[config.mk]
export PLATFORM = sky130hd
export DESIGN_NAME = mem_stage
export DESIGN_NICKNAME = d
export VERILOG_FILES = /design/src/rtl/mem_stage_pkg.sv /design/src/rtl/mem_stage_load_align.sv /design/src/rtl/mem_stage.sv
export SDC_FILE = /design/constraint.sdc
export NUM_CORES = 1
export LEC_CHECK = 0
export BUFFER_PORTS_ARGS = -buffer_cell sky130_fd_sc_hd__buf_4
export CORE_AREA = 5 5 262 264
export DETAILED_ROUTE_END_ITERATION = 10
export DIE_AREA = 0 0 267 269
export PLACE_DENSITY = 0.34
export SETUP_SLACK_MARGIN = 0.15
export SLEW_MARGIN = 20
export SYNTH_ARGS = -nofsm -noshare
export SYNTH_HDL_FRONTEND = slang
export SYNTH_SLANG_ARGS = --single-unit
[constraint.sdc]
create_clock -name clk -period 8.4 [get_ports clk]
set_input_delay 2.52 -clock clk [delete_from_list [all_inputs] [get_ports clk]]
set_output_delay 2.52 -clock clk [all_outputs]
set_load 0.01 [all_outputs]
[src/rtl/mem_stage_pkg.sv]
// ---------------------------------------------------------------------------
// mem_stage_pkg : shared types for the dual-issue memory stage
// Rev 1.0 : initial release
// ---------------------------------------------------------------------------
`default_nettype none

package mem_stage_pkg;

  localparam int DATA_W = 32;
  localparam int REG_AW = 5;

  typedef enum logic [2:0] {
    LD_B  = 3'd0,
    LD_H  = 3'd1,
    LD_W  = 3'd2,
    LD_BU = 3'd3,
    LD_HU = 3'd4,
    LL_W  = 3'd5
  } load_type_e;

  typedef enum logic [1:0] {
    ST_IDLE  = 2'd0,
    ST_WAIT  = 2'd1,
    ST_DRAIN = 2'd2
  } mem_state_e;

  // Per-lane fields that travel untouched from execute to write-back.
  typedef struct packed {
    logic [31:0] pc;
    logic [31:0] inst;
    logic        csr_we;
    logic [13:0] csr_num;
    logic [31:0] csr_wdata;
    logic        excp;
    logic [5:0]  ecode;
  } sideband_t;

endpackage

`default_nettype wire

[src/rtl/mem_stage_load_align.sv]
// ---------------------------------------------------------------------------
// mem_stage_load_align : selects and extends load data from an aligned word
// Rev 1.0 : initial release
// ---------------------------------------------------------------------------
`default_nettype none

module mem_stage_load_align
  import mem_stage_pkg::*;
#(
  parameter int DATA_W = mem_stage_pkg::DATA_W
) (
  input  logic [DATA_W-1:0] rdata_i,
  input  logic [1:0]        offset_i,
  input  logic [2:0]        load_type_i,
  output logic [DATA_W-1:0] data_o
);

  logic [7:0]  w_byte;
  logic [15:0] w_half;

  always_comb begin
    w_byte = rdata_i[{offset_i, 3'b000} +: 8];
    // Half-word select ignores offset bit 0; misalignment is trapped upstream.
    w_half = offset_i[1] ? rdata_i[31:16] : rdata_i[15:0];
    case (load_type_e'(load_type_i))
      LD_B:    data_o = {{(DATA_W-8){w_byte[7]}}, w_byte};
      LD_H:    data_o = {{(DATA_W-16){w_half[15]}}, w_half};
      LD_BU:   data_o = {{(DATA_W-8){1'b0}}, w_byte};
      LD_HU:   data_o = {{(DATA_W-16){1'b0}}, w_half};
      default: data_o = rdata_i;
    endcase
  end

endmodule

`default_nettype wire

[src/rtl/mem_stage.sv]
// ---------------------------------------------------------------------------
// mem_stage : dual-issue memory stage, one dcache port, load alignment/stall
// Rev 1.0 : initial release
// ---------------------------------------------------------------------------
`default_nettype none

module mem_stage
  import mem_stage_pkg::*;
#(
  parameter int DATA_W = mem_stage_pkg::DATA_W,
  parameter int REG_AW = mem_stage_pkg::REG_AW
) (
  input  logic                  clk,
  input  logic                  rst,
  input  logic                  flush_i,
  input  logic [1:0]            ex_valid_i,
  input  logic [1:0]            ex_reg_write_en_i,
  input  logic [REG_AW-1:0]     ex_reg_write_addr1_i,
  input  logic [REG_AW-1:0]     ex_reg_write_addr2_i,
  input  logic [DATA_W-1:0]     ex_alu_result1_i,
  input  logic [DATA_W-1:0]     ex_alu_result2_i,
  input  logic                  ex_mem_lane_i,
  input  logic                  ex_is_load_i,
  input  logic                  ex_is_store_i,
  input  logic [2:0]            ex_load_type_i,
  input  logic                  ex_is_sc_i,
  input  logic                  llbit_i,
  input  sideband_t [1:0]       ex_sideband_i,
  input  logic                  dcache_rvalid_i,
  input  logic [DATA_W-1:0]     dcache_rdata_i,
  output logic [1:0]            mem_reg_write_en_o,
  output logic [REG_AW-1:0]     mem_reg_write_addr1_o,
  output logic [REG_AW-1:0]     mem_reg_write_addr2_o,
  output logic [DATA_W-1:0]     mem_reg_write_data1_o,
  output logic [DATA_W-1:0]     mem_reg_write_data2_o,
  output logic [1:0]            mem_commit_valid_o,
  output sideband_t [1:0]       mem_sideband_o,
  output logic                  pause_mem_o
);

  mem_state_e        state_q, state_d;
  logic              w_load;
  logic              w_commit;
  logic              w_pause;
  logic [1:0]        w_offset;
  logic [DATA_W-1:0] w_aligned;
  logic [DATA_W-1:0] w_mem_data;

  // A store-flagged op never waits on the read port, even if is_load is set.
  assign w_load   = ex_is_load_i & ~ex_is_store_i & ex_valid_i[ex_mem_lane_i];
  assign w_offset = ex_mem_lane_i ? ex_alu_result2_i[1:0] : ex_alu_result1_i[1:0];

  mem_stage_load_align #(
    .DATA_W (DATA_W)
  ) u_load_align (
    .rdata_i     (dcache_rdata_i),
    .offset_i    (w_offset),
    .load_type_i (ex_load_type_i),
    .data_o      (w_aligned)
  );

  always_comb begin
    if (ex_is_load_i) begin
      w_mem_data = w_aligned;
    end else if (ex_is_sc_i) begin
      w_mem_data = {{(DATA_W-1){1'b0}}, llbit_i};
    end else begin
      w_mem_data = ex_mem_lane_i ? ex_alu_result2_i : ex_alu_result1_i;
    end
  end

  always_ff @(posedge clk) begin
    if (rst) begin
      state_q <= ST_IDLE;
    end else begin
      state_q <= state_d;
    end
  end

  always_comb begin
    state_d  = state_q;
    w_commit = 1'b0;
    w_pause  = 1'b0;
    case (state_q)
      ST_IDLE: begin
        if (flush_i) begin
          w_commit = 1'b0;
        end else if (w_load && !dcache_rvalid_i) begin
          w_pause = 1'b1;
          state_d = ST_WAIT;
        end else begin
          w_commit = 1'b1;
        end
      end
      ST_WAIT: begin
        if (flush_i) begin
          state_d = dcache_rvalid_i ? ST_IDLE : ST_DRAIN;
        end else if (dcache_rvalid_i) begin
          w_commit = 1'b1;
          state_d  = ST_IDLE;
        end else begin
          w_pause = 1'b1;
        end
      end
      ST_DRAIN: begin
        // A late reply would be mistaken for a new load's data, so hold it off.
        w_pause = w_load;
        if (dcache_rvalid_i) begin
          state_d = ST_IDLE;
        end
      end
      default: state_d = ST_IDLE;
    endcase
  end

  always_comb begin
    mem_reg_write_en_o    = '0;
    mem_reg_write_addr1_o = '0;
    mem_reg_write_addr2_o = '0;
    mem_reg_write_data1_o = '0;
    mem_reg_write_data2_o = '0;
    mem_commit_valid_o    = '0;
    mem_sideband_o        = '0;
    pause_mem_o           = 1'b0;
    if (!rst) begin
      mem_commit_valid_o    = ex_valid_i & {2{w_commit}};
      mem_reg_write_en_o    = ex_reg_write_en_i & ex_valid_i & {2{w_commit}};
      mem_reg_write_addr1_o = ex_reg_write_addr1_i;
      mem_reg_write_addr2_o = ex_reg_write_addr2_i;
      mem_reg_write_data1_o = ex_mem_lane_i ? ex_alu_result1_i : w_mem_data;
      mem_reg_write_data2_o = ex_mem_lane_i ? w_mem_data : ex_alu_result2_i;
      mem_sideband_o        = ex_sideband_i;
      pause_mem_o           = w_pause;
    end
  end

endmodule

`default_nettype wire

-- Yosys cells after proc, flatten, opt, wreduce, memory -nomap -nowiden
Cells that the tools add are included.
- register bits after elaboration: 2
- input bits: 358
- output and inout port bits: 315
- word-level logic and storage cells: 55
- $lt $le $gt $ge: 1
- eq/ne operators: 7
- shifts and indexed selects: 1
- muxes and demuxes: 34
- bitwise logic cells: 6
- reduce and logical (&&, ||, !) cells: 5
- operators by type and width (kind ; number):
    236-bit 2-to-1 mux ; 1
    32-bit 2-to-1 mux ; 7
    32-bit one-hot mux with 4 select lines ; 1
    32-bit by 6-bit indexed part select with 8-bit output ; 1
    16-bit 2-to-1 mux ; 1
    2-bit 2-to-1 mux ; 8
    1-bit 2-to-1 mux ; 11
    5-bit 2-to-1 mux ; 2
    2-bit AND ; 3
    2-bit one-hot mux with 3 select lines ; 1
    2-bit != test, second input constant ; 2
    3-bit by 1-bit equality test with 1-bit output, second input constant ; 1
    3-bit by 2-bit equality test with 1-bit output, second input constant ; 1
    3-bit equality test, second input constant ; 1
    3-bit logical NOT ; 1
    1-bit one-hot mux with 3 select lines ; 1
    1-bit AND ; 2
    2-bit by 1-bit equality test with 1-bit output, second input constant ; 1
    2-bit equality test, second input constant ; 1
    2-bit logical NOT ; 1
    1-bit by 2-bit less-than comparator with 1-bit output, second input constant ; 1
    1-bit one-hot mux with 2 select lines ; 1
    2-bit AND reduction ; 1
    1-bit logical AND ; 1
    other kinds (2) ; 2

-- Longest topological paths before layout
Gate-level depths: netlist of the first run.
- depth after elaboration: 9
- gate-level depth with buffers: 8
- mapped depth without buffers: 5

-- By module
Synthesis of the first run repeated with hierarchy kept, for this count alone.
- cells, all modules: 643
- area total of the unflattened synthesis: 3901.2 um2
- modules (own cells, without submodules) (module ; times used ; cells an instance ; area each (um2) ; sequential area each (um2)):
    mem_stage ; 1 ; 489 ; 2851.5 ; 40.0
    mem_stage_load_align ; 1 ; 154 ; 1049.8 ; 0.0

-- Least setup slack after synthesis of the first run
Ideal clock, no wire load.
- path kind: in2out
- from: input port ex_mem_lane_i
- to: output port mem_reg_write_data1_o[0]
- arrival time: 4.182 ns
- required time: 5.880 ns
- slack: 1.698 ns
- cell stages on the path: 8
- path buffers: 3
- cell sequence: buf_6 mux2i_4 buf_6 buf_4 nand2_1 o21ai_0 nor3_1 a2111oi_0
- cells in the longest elaborated chain, start to end: 6
- elaborated cells between the ends (all ways): 9
- classes of those cells: 1 x shift; 8 x mux
- RTL lines (what ; RTL line ; RTL):
    from (decl) ; mem_stage.sv:22 ; input logic ex_mem_lane_i,
    2-bit 2-to-1 mux ; mem_stage.sv:51 ; assign w_offset = ex_mem_lane_i ? ex_alu_result2_i[1:0] : ex_alu_result1_i[1:0];
    32-bit by 6-bit indexed part select with 8-bit output / 16-bit 2-to-1 mux (equally long branches) ; mem_stage_load_align.sv:22, mem_stage_load_align.sv:24 ;
    32-bit one-hot mux with 4 select lines ; mem_stage_load_align.sv:25 ; case (load_type_e'(load_type_i))
    32-bit 2-to-1 mux ; mem_stage.sv:63 ; if (ex_is_load_i) begin
    32-bit 2-to-1 mux * ; mem_stage.sv:130 ; mem_reg_write_data1_o = ex_mem_lane_i ? ex_alu_result1_i : w_mem_data;
    32-bit 2-to-1 mux * ; mem_stage.sv:125 ; if (!rst) begin
    to (decl) ; mem_stage.sv:34 ; output logic [DATA_W-1:0] mem_reg_write_data1_o,
Every way passes the cells marked *; elsewhere a longest branch is shown, timed or not.

-- Worst setup path after layout of the first run
- from: input port ex_mem_lane_i
- to: output port mem_reg_write_data1_o[22]
The elaborated chain is that of the path after synthesis.

==> results.toml, run 1 <==
[run_status]
outcome = "completed"

[sta]
fin_crit_sh = 0.926
finalSetupViolations = 0
rsz0062_at_grt = "no"
fin_crit_ps = 7770
hold_violations = 0
fin_skew_ps = 2.12
tightest_slew_ps = 965
max_freq_ghz = 0.129
slew_violations = 0
tns_ps = 0
hold_slack_ps = 548
slew_headroom = 0.357
setup_ws_ps = 626

[synthesis]
yosys.area.top_type = "nor2b_1"
seq_area_frac_synth = 0.0107
async_reset_ff_frac = 0
synth_top_area_share = 0.420
synth_cells = 626
synth_warnings = 0
synth_edf_count = 0
yosysUniqueCellTypes = 52
syn_area_sq_mm = 0.00374
synth.avg_cell_area_sq_um = 5.98
ys.flop_type = "dfxtp_1"
synth_top_cells_by_area = "nor2b_1 (42%), nor2_1 (7.1%), o21ai_0 (5.3%)"
synth_nets = 984
ys_ff_latch = 2

[floorplan]
initial_utilization = 0.0564
coreArea_sq_mm = 0.0663
fp.dieH_um = 269
io_pins = 673
dieArea_sq_mm = 0.0718
fp-row-count = 95
die_x_um = 267

[detailed_routing]
wire_per_inst_um = 22.5
first_iter_violations = 382
firstDrtPassIters = 4
ant_nets = 0
drt-total-wl_mm = 48.1
vias = 7243
drc = 0
viasPerCell = 3.39

[finish]
finalNetCount = 1614
postLayoutCoreUtil = 0.148
mostFrequentLayoutCell = "buf_4"
largest_register = "state_q"
drive_gt1_frac = 0.558
fillerInstances = 7788
final_cell_mix = "buf_4 (680), nor2b_1 (251), nor2_1 (71), nand2_1 (50), o21ai_0 (40)"
layout.area.seq_sq_um = 40.0
top_regs = "state_q (2)"
largest_reg_flops = 2
post-route-cell-area_sq_mm = 0.00985
syn2layout_area_growth_pct = 163
post_layout_nonfiller_instances = 2139
multi_input_area_sq_mm = 0.00345

[clocking]
clk_latency_ps = 220
hold_buffers = 0
cts_tree = "yes"
cts_root_buffer = "clkbuf_16"
path_clk_slew_ps = 30
ctsLongestPathBuffers = 2
htreeDepth = 1
cts_buffers = 3
ctsResizeCount = 0
postCtsSetupBuffers = 0
clock-sinks = 2

[critical_path]
reg2reg_depth = 4
cp_top_family = "multiplexers"
r2r_end = "state_q[0]"
crit_required_ps = 5880
crit_top_cell = "buf_4"
r2r-start = "state_q[0]"
reg2reg_slack_ps = 7390
path_cells = "buf_4, mux2i_4, mux2i_1, o221ai_1, nand3_1, o21ai_0, buf_4"
critPathCaptureType = "output port"
cp.depth = 7
crit_type = "input pin to output port"
critPathMaxFanout = 21
cp.arrival_ps = 5250
cp_slowest_cell = "mux2i_4"
max_stage_delay_ps = 710
crit_buf_inv = 2
cp-start-kind = "input pin"

[global_routing]
grt.total_usage = 0.120
grt_remaining_overflow = 0
grt_pass1_vias = 7401
antenna_found_initial = 24
grt_max_degree = 134
grt_pass1_wl_mm = 61.7

[run]
maxCapViolations = 0

[worst_hold_path]
whs_endpoint = "state_q[0]"
hp-start = "state_q[1]"
min_path_cells = 1
min_path_type = "flop to flop"

[placed_design]
port_buffers = 672
dpl_cell_area_sq_mm = 0.00974
preCtsSetupSlack_ps = 614
place_congestion = 0.822
dp_cells = 2124
dpl.hpwl_mm = 43.6

[pwr]
leakage_nw = 4.64
p_total_mw = 0.626
power_density_mw_per_mm2 = 63.6
peakVddDrop_mv = 0.0652
-- power breakdown --
group	switching, mW	internal (mW)
Clock	0.0114	0.0606
Combinational	0.267	0.278
Sequential	0.0000498	0.00966
Total	0.278	0.348
-- layer usage --
metal | track usage | wire length [um] | vias up
met5 | 0 | 151 | -
met4 | 0.0242 | 1070 | 22
met3 | 0.0635 | 6030 | 45
met2 | 0.211 | 23800 | 433
met1 | 0.130 | 17000 | 3353
li1 | - | - | 3390
-- worst max path at each step --
stage	start	endpoint	slack, ps
CTS	ex_mem_lane_i	mem_reg_write_data2_o[23]	590
detailed placement	ex_mem_lane_i	mem_reg_write_data2_o[23]	610
floorplan	ex_mem_lane_i	mem_reg_write_data1_o[0]	1700
finish	ex_mem_lane_i	mem_reg_write_data1_o[22]	630
global route	ex_mem_lane_i	mem_reg_write_data1_o[21]	380
global placement	ex_mem_lane_i	mem_reg_write_data2_o[27]	730
-- synth_stat cells, types with 2 or more instances --
library cell	count
or3_1	5
a21oi_1	16
and3_1	2
and2_1	2
buf_6	3
a31oi_1	2
nand3_1	4
nand2_1	50
o21a_1	14
a32oi_1	7
clkbuf_1	45
o21ai_0	40
a22o_1	6
nor2b_1	251
a211oi_1	7
mux2i_4	2
a21oi_2	2
mux2i_1	19
nor3_1	4
buf_2	4
inv_1	4
buf_1	4
a32o_1	2
nor2_1	71
a2111oi_1	6
a311oi_1	13
dfxtp_1	2
nor4_1	14
mux2_2	2
-- cell type report --
type / count / area share
flip-flops and latches: 2 / 0.00407
diodes: 12 / 0.00305
clock buffers: 3 / 0.00762
well taps: 873 / 0.111
repair buffers: 682 / 0.522
multi-input cells: 562 / 0.350
inverters: 5 / 0.00191
-- cells by family (layout without fill, tap and decap cells) --
logic type	count (synthesis)	after routing	synth area share
buffers and inverters	62	690	0.0705
xor gates and xnor gates	1	1	0.00234
other	0	12	0
and+or+nand+nor	411	411	0.607
AOI/OAI and AO/OA	126	126	0.234
muxes	24	24	0.0749
DFF	2	2	0.0107
No activity file was read; power rests on OpenSTA's default activity.
==> inputs of run 2 (changes only) <==
Settings changed: PLACE_DENSITY 0.34 to 0.33.
==> results.toml, run 2 (synthesis results as in run 1) <==
[sta]
finalSetupViolations = 0
rsz0062_at_grt = "no"
tightest_slew_ps = 931
slew_headroom = 0.379
fin_skew_ps = 2.44
tns_ps = 0
max_freq_ghz = 0.129
slew_violations = 0
fin_crit_sh = 0.922
setup_ws_ps = 654
fin_crit_ps = 7750
hold_violations = 0

[pwr]
peakVddDrop_mv = 0.0469
power_density_mw_per_mm2 = 64.1
leakage_nw = 4.62

[floorplan]
fp.dieH_um = 269
initial_utilization = 0.0564
dieArea_sq_mm = 0.0718
io_pins = 673
coreArea_sq_mm = 0.0663
die_x_um = 267
fp-row-count = 95

[critical_path]
r2r_end = "state_q[0]"
crit_type = "input pin to output port"
reg2reg_depth = 4
cp_slowest_cell = "a2111oi_0"
critPathMaxFanout = 20
r2r-start = "state_q[0]"
max_stage_delay_ps = 800
cp-start-kind = "input pin"
critPathCaptureType = "output port"
crit_top_cell = "buf_4"
crit_required_ps = 5880
reg2reg_slack_ps = 7440
cp.arrival_ps = 5230
path_cells = "buf_4, mux2i_4, buf_4, mux2i_1, o32ai_1, nor3_1, a2111oi_0, buf_4"

[worst_hold_path]
min_path_cells = 1
min_path_type = "flop to flop"
whs_endpoint = "state_q[0]"
hp-start = "state_q[1]"

[detailed_routing]
viasPerCell = 3.38
first_iter_violations = 460
wire_per_inst_um = 24.3
firstDrtPassIters = 4
vias = 7208
ant_nets = 0
drt-total-wl_mm = 51.8
drc = 0

[finish]
largest_reg_flops = 2
finalNetCount = 1610
top_regs = "state_q (2)"
final_cell_mix = "buf_4 (676), nor2b_1 (251), nor2_1 (71), nand2_1 (50), o21ai_0 (40)"
syn2layout_area_growth_pct = 162
drive_gt1_frac = 0.557
largest_register = "state_q"
mostFrequentLayoutCell = "buf_4"

[placed_design]
dpl.hpwl_mm = 47.3
port_buffers = 672
place_congestion = 0.820
preCtsSetupSlack_ps = 716

[clocking]
cts_root_buffer = "clkbuf_16"
clk_latency_ps = 220
hold_buffers = 0
htreeDepth = 1
cts_buffers = 3
postCtsSetupBuffers = 0
ctsResizeCount = 0
path_clk_slew_ps = 30
ctsLongestPathBuffers = 2
cts_tree = "yes"
clock-sinks = 2

[global_routing]
grt.total_usage = 0.130
grt_pass1_vias = 7400
antenna_found_initial = 26
grt_remaining_overflow = 0
grt_max_degree = 126
grt_pass1_wl_mm = 65.9

[run]
maxCapViolations = 0

[run_status]
outcome = "completed"
==> run 2: through the flow <==
stage	cell area (sq um)	instances	utilization	power (mW)	hold WS [ps]
2_1_floorplan	3740	626	-	0.207	486
3_3_place_gp	9710	2120	0.146	0.571	513
3_5_place_dp	9710	2120	0.146	0.572	519
4_1_cts	9790	2123	0.148	0.646	521
5_1_grt	9790	2123	0.148	0.673	567
6_report	9820	2132	0.148	0.629	526
==> run 2: final cells by class <==
class / instances / area (sq um)
fill: 7773 / 56500
inverter: 5 / 18.8
antenna: 9 / 22.5
clock buffer: 3 / 75.1
timing repair buffer: 678 / 5110
tap: 873 / 1090
multi-input combinational: 562 / 3460
sequential: 2 / 40.0
==> run 2: power by group <==
group | switching, mW | total [mW] | internal [mW]
logic | 0.272 | 0.549 | 0.277
registers | 0.0000539 | 0.00971 | 0.00966
clock network | 0.00994 | 0.0704 | 0.0605
total | 0.282 | 0.629 | 0.347
==> run 2: worst max path at each step <==
stage	from	endpoint	slack [ps]	cells after the start
after detailed placement	ex_mem_lane_i	mem_reg_write_data1_o[0]	720	8
final	ex_mem_lane_i	mem_reg_write_data1_o[0]	650	8
after global placement	ex_mem_lane_i	mem_reg_write_data1_o[10]	830	8
after CTS	ex_mem_lane_i	mem_reg_write_data1_o[0]	710	8
after global routing	ex_mem_lane_i	mem_reg_write_data1_o[16]	480	8
after floorplan	ex_mem_lane_i	mem_reg_write_data1_o[0]	1700	8
==> run 2: metal layers <==
| metal | track usage | vias up | share of wire |
|---|---|---|---|
| met3 | 0.0704 | 36 | 0.13 |
| li1 | - | 3380 | - |
| met5 | 0 | - | 0.0025 |
| met4 | 0.0167 | 20 | 0.016 |
| met1 | 0.156 | 3355 | 0.39 |
| met2 | 0.213 | 417 | 0.47 |
==> run 2: worst max-delay path: cells and delay by family <==
family,cells,cell delay (ps)
buffers and inverters,3,820
AOI/OAI and AO/OA,2,960
muxes,2,790
and+or+nand+nor,1,110
